`src/rtl/register_file_param.sv`:
```
// Parameterised multi-port register file with write-through bypass, an optional
// hardwired zero register and a sequential clear engine that zeroes one register per cycle.
module register_file_param #(
    parameter int DATA_WIDTH = 8,
    parameter int ADDR_WIDTH = 3,
    parameter bit ZERO_REG   = 1'b0,
    parameter bit BYPASS     = 1'b1
) (
    input  logic                  clk,
    input  logic                  reset,
    input  logic                  RegWrite,
    input  logic [ADDR_WIDTH-1:0] write_addr,
    input  logic [DATA_WIDTH-1:0] write_data,
    input  logic [ADDR_WIDTH-1:0] read_addr_1,
    input  logic [ADDR_WIDTH-1:0] read_addr_2,
    output logic [DATA_WIDTH-1:0] read_data_1,
    output logic [DATA_WIDTH-1:0] read_data_2,
    input  logic                  clear,
    output logic                  busy
);

    localparam int                    DEPTH     = 1 << ADDR_WIDTH;
    localparam logic [ADDR_WIDTH-1:0] LAST_ADDR = ADDR_WIDTH'(DEPTH - 1);

    typedef enum logic {
        IDLE  = 1'b0,
        SWEEP = 1'b1
    } state_t;

    state_t                state;
    state_t                state_next;
    logic [ADDR_WIDTH-1:0] counter;
    logic [ADDR_WIDTH-1:0] counter_next;
    logic [DATA_WIDTH-1:0] regs [DEPTH];

    logic idle;
    logic write_en;
    logic hit_1;
    logic hit_2;

    assign idle = (state == IDLE);

    // Writes only land while idle; register 0 silently absorbs writes when hardwired.
    assign write_en = idle && RegWrite && !(ZERO_REG && (write_addr == '0));

    // Clear engine: state register and sweep counter.
    // NOTE: sequential state uses non-blocking assignments so every flop samples
    // pre-edge values; blocking assignments here would create ordering races.
    always_ff @(posedge clk or negedge reset) begin
        if (!reset) begin
            state   <= IDLE;
            counter <= '0;
        end else begin
            state   <= state_next;
            counter <= counter_next;
        end
    end

    // NOTE: every output of this block gets a default first, so no path leaves
    // a signal unassigned and no latch is inferred.
    always_comb begin
        state_next   = state;
        counter_next = counter;
        unique case (state)
            IDLE: begin
                counter_next = '0;
                if (clear) begin
                    state_next = SWEEP;
                end
            end
            SWEEP: begin
                if (counter == LAST_ADDR) begin
                    state_next   = IDLE;
                    counter_next = '0;
                end else begin
                    counter_next = counter + 1'b1;
                end
            end
        endcase
    end

    assign busy = (state == SWEEP);

    // Storage: the sweep owns the array while active, so writes cannot race it.
    // NOTE: the array is reset element by element so an asserted reset clears all
    // registers at once; this keeps the storage in flops rather than a RAM macro.
    always_ff @(posedge clk or negedge reset) begin
        if (!reset) begin
            for (int i = 0; i < DEPTH; i++) begin
                regs[i] <= '0;
            end
        end else if (state == SWEEP) begin
            regs[counter] <= '0;
        end else if (write_en) begin
            regs[write_addr] <= write_data;
        end
    end

    // Bypass is suppressed during a sweep; reset forces IDLE, so it stays live in reset.
    assign hit_1 = BYPASS && idle && RegWrite && (read_addr_1 == write_addr);
    assign hit_2 = BYPASS && idle && RegWrite && (read_addr_2 == write_addr);

    always_comb begin
        read_data_1 = hit_1 ? write_data : regs[read_addr_1];
        if (ZERO_REG && (read_addr_1 == '0)) begin
            read_data_1 = '0;
        end
    end

    always_comb begin
        read_data_2 = hit_2 ? write_data : regs[read_addr_2];
        if (ZERO_REG && (read_addr_2 == '0)) begin
            read_data_2 = '0;
        end
    end

endmodule

```
`config.mk`:
```
export PLATFORM = sky130hd
export DESIGN_NAME = register_file_param
export DESIGN_NICKNAME = d
export VERILOG_FILES = /design/src/rtl/register_file_param.sv
export SDC_FILE = /design/constraint.sdc
export NUM_CORES = 1
export LEC_CHECK = 0
export BUFFER_PORTS_ARGS = -buffer_cell sky130_fd_sc_hd__buf_4
export CAP_MARGIN = 10
export CORE_AREA = 3 3 99 101
export CTS_BUF_LIST = sky130_fd_sc_hd__clkbuf_2
export DETAILED_ROUTE_END_ITERATION = 8
export DIE_AREA = 0 0 102 104
export SKIP_LAST_GASP = 1
export SLEW_MARGIN = 20
export SYNTH_ARGS = -nofsm -noshare
export SYNTH_HDL_FRONTEND = slang
export SYNTH_SLANG_ARGS = --single-unit
```
`constraint.sdc`:
```
create_clock -name clk -period 1.55 [get_ports clk]
set_input_delay 0.155 -clock clk [delete_from_list [all_inputs] [get_ports clk]]
set_output_delay 0.155 -clock clk [all_outputs]
set_load 0.1 [all_outputs]
```
# Word level (Yosys, flattened, before mapping)

Cells that the tools add are included.
W data, S select, Z words.

$lt $le $gt $ge: 6
Equal/unequal tests: 3
Muxes and demuxes: 20
Bitwise gates (word level): 7
Add/subtract/negate cells: 1
Reductions and logical operators: 6

Operators with widths:

| operator              | count |
|---|---|
| $mux W64              | 2 |
| $and A64 B64 Y64      | 1 |
| $bwmux W64            | 1 |
| $mux W8               | 8 |
| $not A64 Y64          | 1 |
| $bmux W8 S3           | 2 |
| $demux W8 S3          | 2 |
| $ge A4 B4 Y1 const B  | 4 |
| $not A3 Y4            | 4 |
| $lt A4 B1 Y1 const B  | 2 |
| $eq A3 B3 Y1          | 2 |
| $pmux W3 S2           | 1 |
| $logic_and A1 B1 Y1   | 5 |
| $add A3 B1 Y3 const B | 1 |
| $eq A3 B3 Y1 const B  | 1 |
| $mux W3               | 1 |
| $mux W1               | 2 |
| $pmux W1 S2           | 1 |
| $reduce_bool A2 Y1    | 1 |
| $not A1 Y1            | 1 |

Register bits after elaboration: 68
Bits of input ports: 21
Logic and storage cells: 53
Output and inout port bits: 17

# Logic depth before layout (Yosys ltp)

Depth in word-level cells: 8
Mapped depth: 5
Mapped depth without buffers: 4

# Worst setup path before layout

Ideal clock, no wire load.

Path kind: register to output
From: reg state (netlist: busy)
To: out read_data_1[0]
Setup slack: -540 ps
Arrival time: 1,935 ps
Required time: 1,395 ps
Stages on the path, launching flop included: 4
Path buffers: 0
Path through: dfrtp_1 nor2b_1 nand4_2 mux2_4

Longest elaborated chain between the ends: 4

RTL lines:

| what                             | line | source |
|---|---|---|
| start: declaration               | 30   | `state_t state;` |
| start signal: assignment         | 54   | `state <= state_next;` |
| $not A1 Y1                       | 41   | `assign idle = (state == IDLE);` |
| $logic_and A1 B1 Y1 (2 in a row) | 100  | `assign hit_1 = BYPASS && idle && RegWrite && (read_addr_1 == write_addr);` |
| $mux W8                          | 104  | `read_data_1 = hit_1 ? write_data : regs[read_addr_1];` |
| end: declaration                 | 16   | `output logic [DATA_WIDTH-1:0] read_data_1,` |

Every way passes these cells.

# Final worst setup path

From: reg regs[39] (netlist bit)
To: out read_data_1[7]

Longest elaborated chain between the ends: 4

RTL lines:

| what                                       | line | source |
|---|---|---|
| start: declaration                         | 34   | `logic [DATA_WIDTH-1:0] regs [DEPTH];` |
| start signal: indexed assignment           | 95   | `regs[write_addr] <= write_data;` |
| $bmux W8 S3                                | 104  |  |
| $mux W8 (not written as such) (2 in a row) | 104  |  |
| $mux W8                                    | 104  |  |

Every way passes these cells. The select of a mux whose other input is x is not followed.

==> results.yml <==
floorplanning:
  pin_count: 38
  die-area_um2: 10600
  rows: 35
  die_x_um: 102
  dieHeight_um: 104
  start_util_pct: 43.7
  core_um2: 9110
clock_network:
  numCtsBuffers: 9
  cts_tree: "built"
  clock_sinks: 68
  clk_latency_ps: 500
  clk_path_buf_depth: 2
  cts_root_buf: "clkbuf_2"
  htreeDepth: 3
  clk_pin_slew_worst_paths_ps: 220
yosys:
  synthAdderAreaFrac_pct: 0.629
  yosysTopAreaCellShare_pct: 42.7
  synth-warning-count: 0
  syn_avg_cell_area_um2: 14.7
  synth_xor_area_share_pct: 1.32
  yosys.area.top_type: "dfrtp_1"
  syn_area_um2: 3980
  synth.area.mux_share_pct: 30.2
  synth_top_family_by_area: "multiplexers"
  synth_top_cells_by_area: "dfrtp_1, a22o_1, mux4_1, mux4_2, mux2_4"
  syn_nets: 293
  syn_inst: 270
  synth-simple-area-share_pct: 5.59
  synth_compound_area_share_pct: 15.4
  ys_seq_elements: 68
  ys_seq_area_share_pct: 42.7
  ys_types: 33
worst_setup_path:
  slowest_stage: "mux4_2"
  end_kind: "primary output"
  cp_max_fo: 3
  worst_setup_path_start_kind: "flop"
  crit_family: "multiplexers"
  crit_required_ps: 1390
  crit_buf_inv: 1
  path_cells: "mux4_2, mux2_4, mux2_4, buf_12"
  cpMostUsedCell: "mux2_4"
  slowest_delay_ps: 520
  crit_type: "reg -> out"
  worstPathArrival_ps: 2170
timing:
  finalMaxSlewViolations: 0
  hold_viol_final: 0
  slew_headroom_pct: 72.7
  fin_skew_ps: 26.7
  rsz0062_at_grt: "true"
  period_needed_ps: 2330
  whs_ps: 81.2
  setup_slack_ps: -776
  setup_viol: 81
  tightestPinTransition_ps: 409
  max_freq_ghz: 0.430
  min_period_over_period_pct: 150
pwr:
  powerDensity_nw_per_um2: 1660
  ir_worst_vdd_mv: 0.712
  p_leak_nw: 2.74
layout:
  drive_gt1_share_pct: 57.2
  stdcell_area_um2: 5760
  area_growth_pct: 44.6
  fin_nets: 427
  diodes: 0
  fillCellCount: 695
detailed_routing:
  drtPass1Iterations: 4
  drt_iter0_drc: 224
  vias_per_cell: 5.85
  vias: 3043
  routed_wl_mm: 11.5
  ant_nets: 0
  drc: 0
  wl_per_cell_um: 22.2
hold_path:
  holdCritPathClass: "in -> async"
global_routing:
  grt_overflow: 0
  grt_antenna_before_repair: 0
  track_usage_pct: 23.3
  grt_max_degree: 28
  grt_pass1_vias: 3247
  grt_pass1_wl_mm: 18.7
run_status:
  status: "finished with violations"
  violations: "negative setup slack"
place:
  io_buffers: 37
  gp_congestion: 0.826
  hpwl_mm: 7.74
  place_area_um2: 4930
run:
  max-cap-violations: 0
==> power by group <==
| part | internal [W] | switching [W] |
|---|---|---|
| sequential | 0.00237 | 0.000506 |
| combinational | 0.00287 | 0.00259 |
| clock | 0.000542 | 0.000684 |
==> synth_stat cells (all sizes together) <==
library cell	count
dfrtp	68
a22o	64
mux2	32
mux4	32
buf	18
nor2	10
a21oi	6
xnor2	6
and4b	3
clkbuf	3
inv	3
nand2b	3
nor2b	3
a32oi	2
and2	2
ha	2
nand4	2
nor3	2
nor4bb	2
and3b	1
and4	1
nand2	1
nand3b	1
nor3b	1
o21ai	1
or3b	1
==> flip-flops by register name, indices dropped and copies added, names as in the netlist <==
| signal | flops |
|---|---|
| regs | 64 |
| counter | 3 |
| busy | 1 |
==> stage by stage <==
step                      util (%)  instances  setup TNS [ps]  setup slack, ps  power (W)
after floorplan                  -        270           -5920             -131    0.00571
after global placement        54.1        464          -14360             -361    0.00705
after detailed placement      54.1        464          -17210             -388    0.00714
after CTS                     61.7        509          -17590             -818    0.00937
after global routing          63.2        520          -23780             -872     0.0100
final                         63.2        520          -18810             -776    0.00957
==> final timing paths <==
kind	from	to	slack, ps	cells past startpoint
min	reset	regs[3]$_DFFE_PN0P_	80	2
min in group clk	write_addr[1]	regs[25]$_DFFE_PN0P_	300	5
max in group asynchronous	reset	regs[30]$_DFFE_PN0P_	860	3
min reg2reg	regs[28]$_DFFE_PN0P_	regs[28]$_DFFE_PN0P_	540	1
max reg2reg	busy$_DFF_PN0_	regs[47]$_DFFE_PN0P_	-160	6
max	regs[39]$_DFFE_PN0P_	read_data_1[7]	-780	4
==> kinds of logic after synthesis <==
| logic type | after synthesis |
|---|---|
| DFF | 68 |
| and+or+nand+nor | 33 |
| adders and majority gates | 2 |
| muxes | 64 |
| xor gates and xnor gates | 6 |
| buffers and inverters | 24 |
| AOI/OAI and AO/OA | 73 |
==> worst reg2reg max path, cell delays in order (launching register included) <==
cell and delay (ps):
dfrtp_4 550, buf_6 130, buf_12 130, and3b_2 340
a21oi_2 80, buf_4 190, a22o_1 190
==> area by class of cell <==
cell class | count | area (um^2) | share of cell area, %
Clock buffer | 9 | 45.0 | 0.782
Multi-Input combinational cell | 178 | 2260 | 39.2
Inverter | 3 | 11.3 | 0.196
Timing Repair Buffer | 144 | 1500 | 26.1
Sequential cell | 68 | 1710 | 29.6
Clock inverter | 7 | 98.8 | 1.72
Tap cell | 111 | 139 | 2.41
==> cell usage in the layout (no fill, tap or decap), types with 2 or more instances in the layout <==
| cell | instances |
|---|---|
| nor2_1 | 6 |
| inv_1 | 3 |
| and2_1 | 2 |
| and4b_1 | 3 |
| xnor2_1 | 6 |
| bufinv_16 | 2 |
| nand4_4 | 2 |
| mux2_2 | 5 |
| nor4bb_1 | 2 |
| clkinv_4 | 2 |
| buf_6 | 7 |
| mux2_4 | 27 |
| mux4_2 | 31 |
| dfrtp_1 | 67 |
| dlygate4sd3_1 | 10 |
| nor2_2 | 3 |
| a21oi_2 | 2 |
| buf_12 | 29 |
| a22o_1 | 64 |
| a21oi_4 | 4 |
| clkbuf_2 | 9 |
| buf_4 | 97 |
| nor2b_1 | 2 |
| nand2b_1 | 3 |
| ha_1 | 2 |
| a32oi_4 | 2 |
==> routing by layer <==
layer  global-route usage (%)  part of all wire [%]  vias to the layer above
li1                         -                     -                     1363
met1                     34.9                    45                     1571
met2                     35.1                    49                       97
met3                     3.29                   5.2                       12
met4                     7.12                   1.4                        0
met5                        0                     0                        -
==> what timing repair did <==
| action | CTS | global route |
|---|---|---|
| hold buffers | 10 | 0 |
| endpoints found under the hold margin | 133 | 0 |
| setup endpoints to repair | 79 | 81 |
| resized for setup | 92 | 18 |
| pin swaps | 3 | 35 |
| gates cloned | 0 | 0 |
| buffers inserted | 20 | 13 |
No activity file was read; power rests on OpenSTA's default activity.
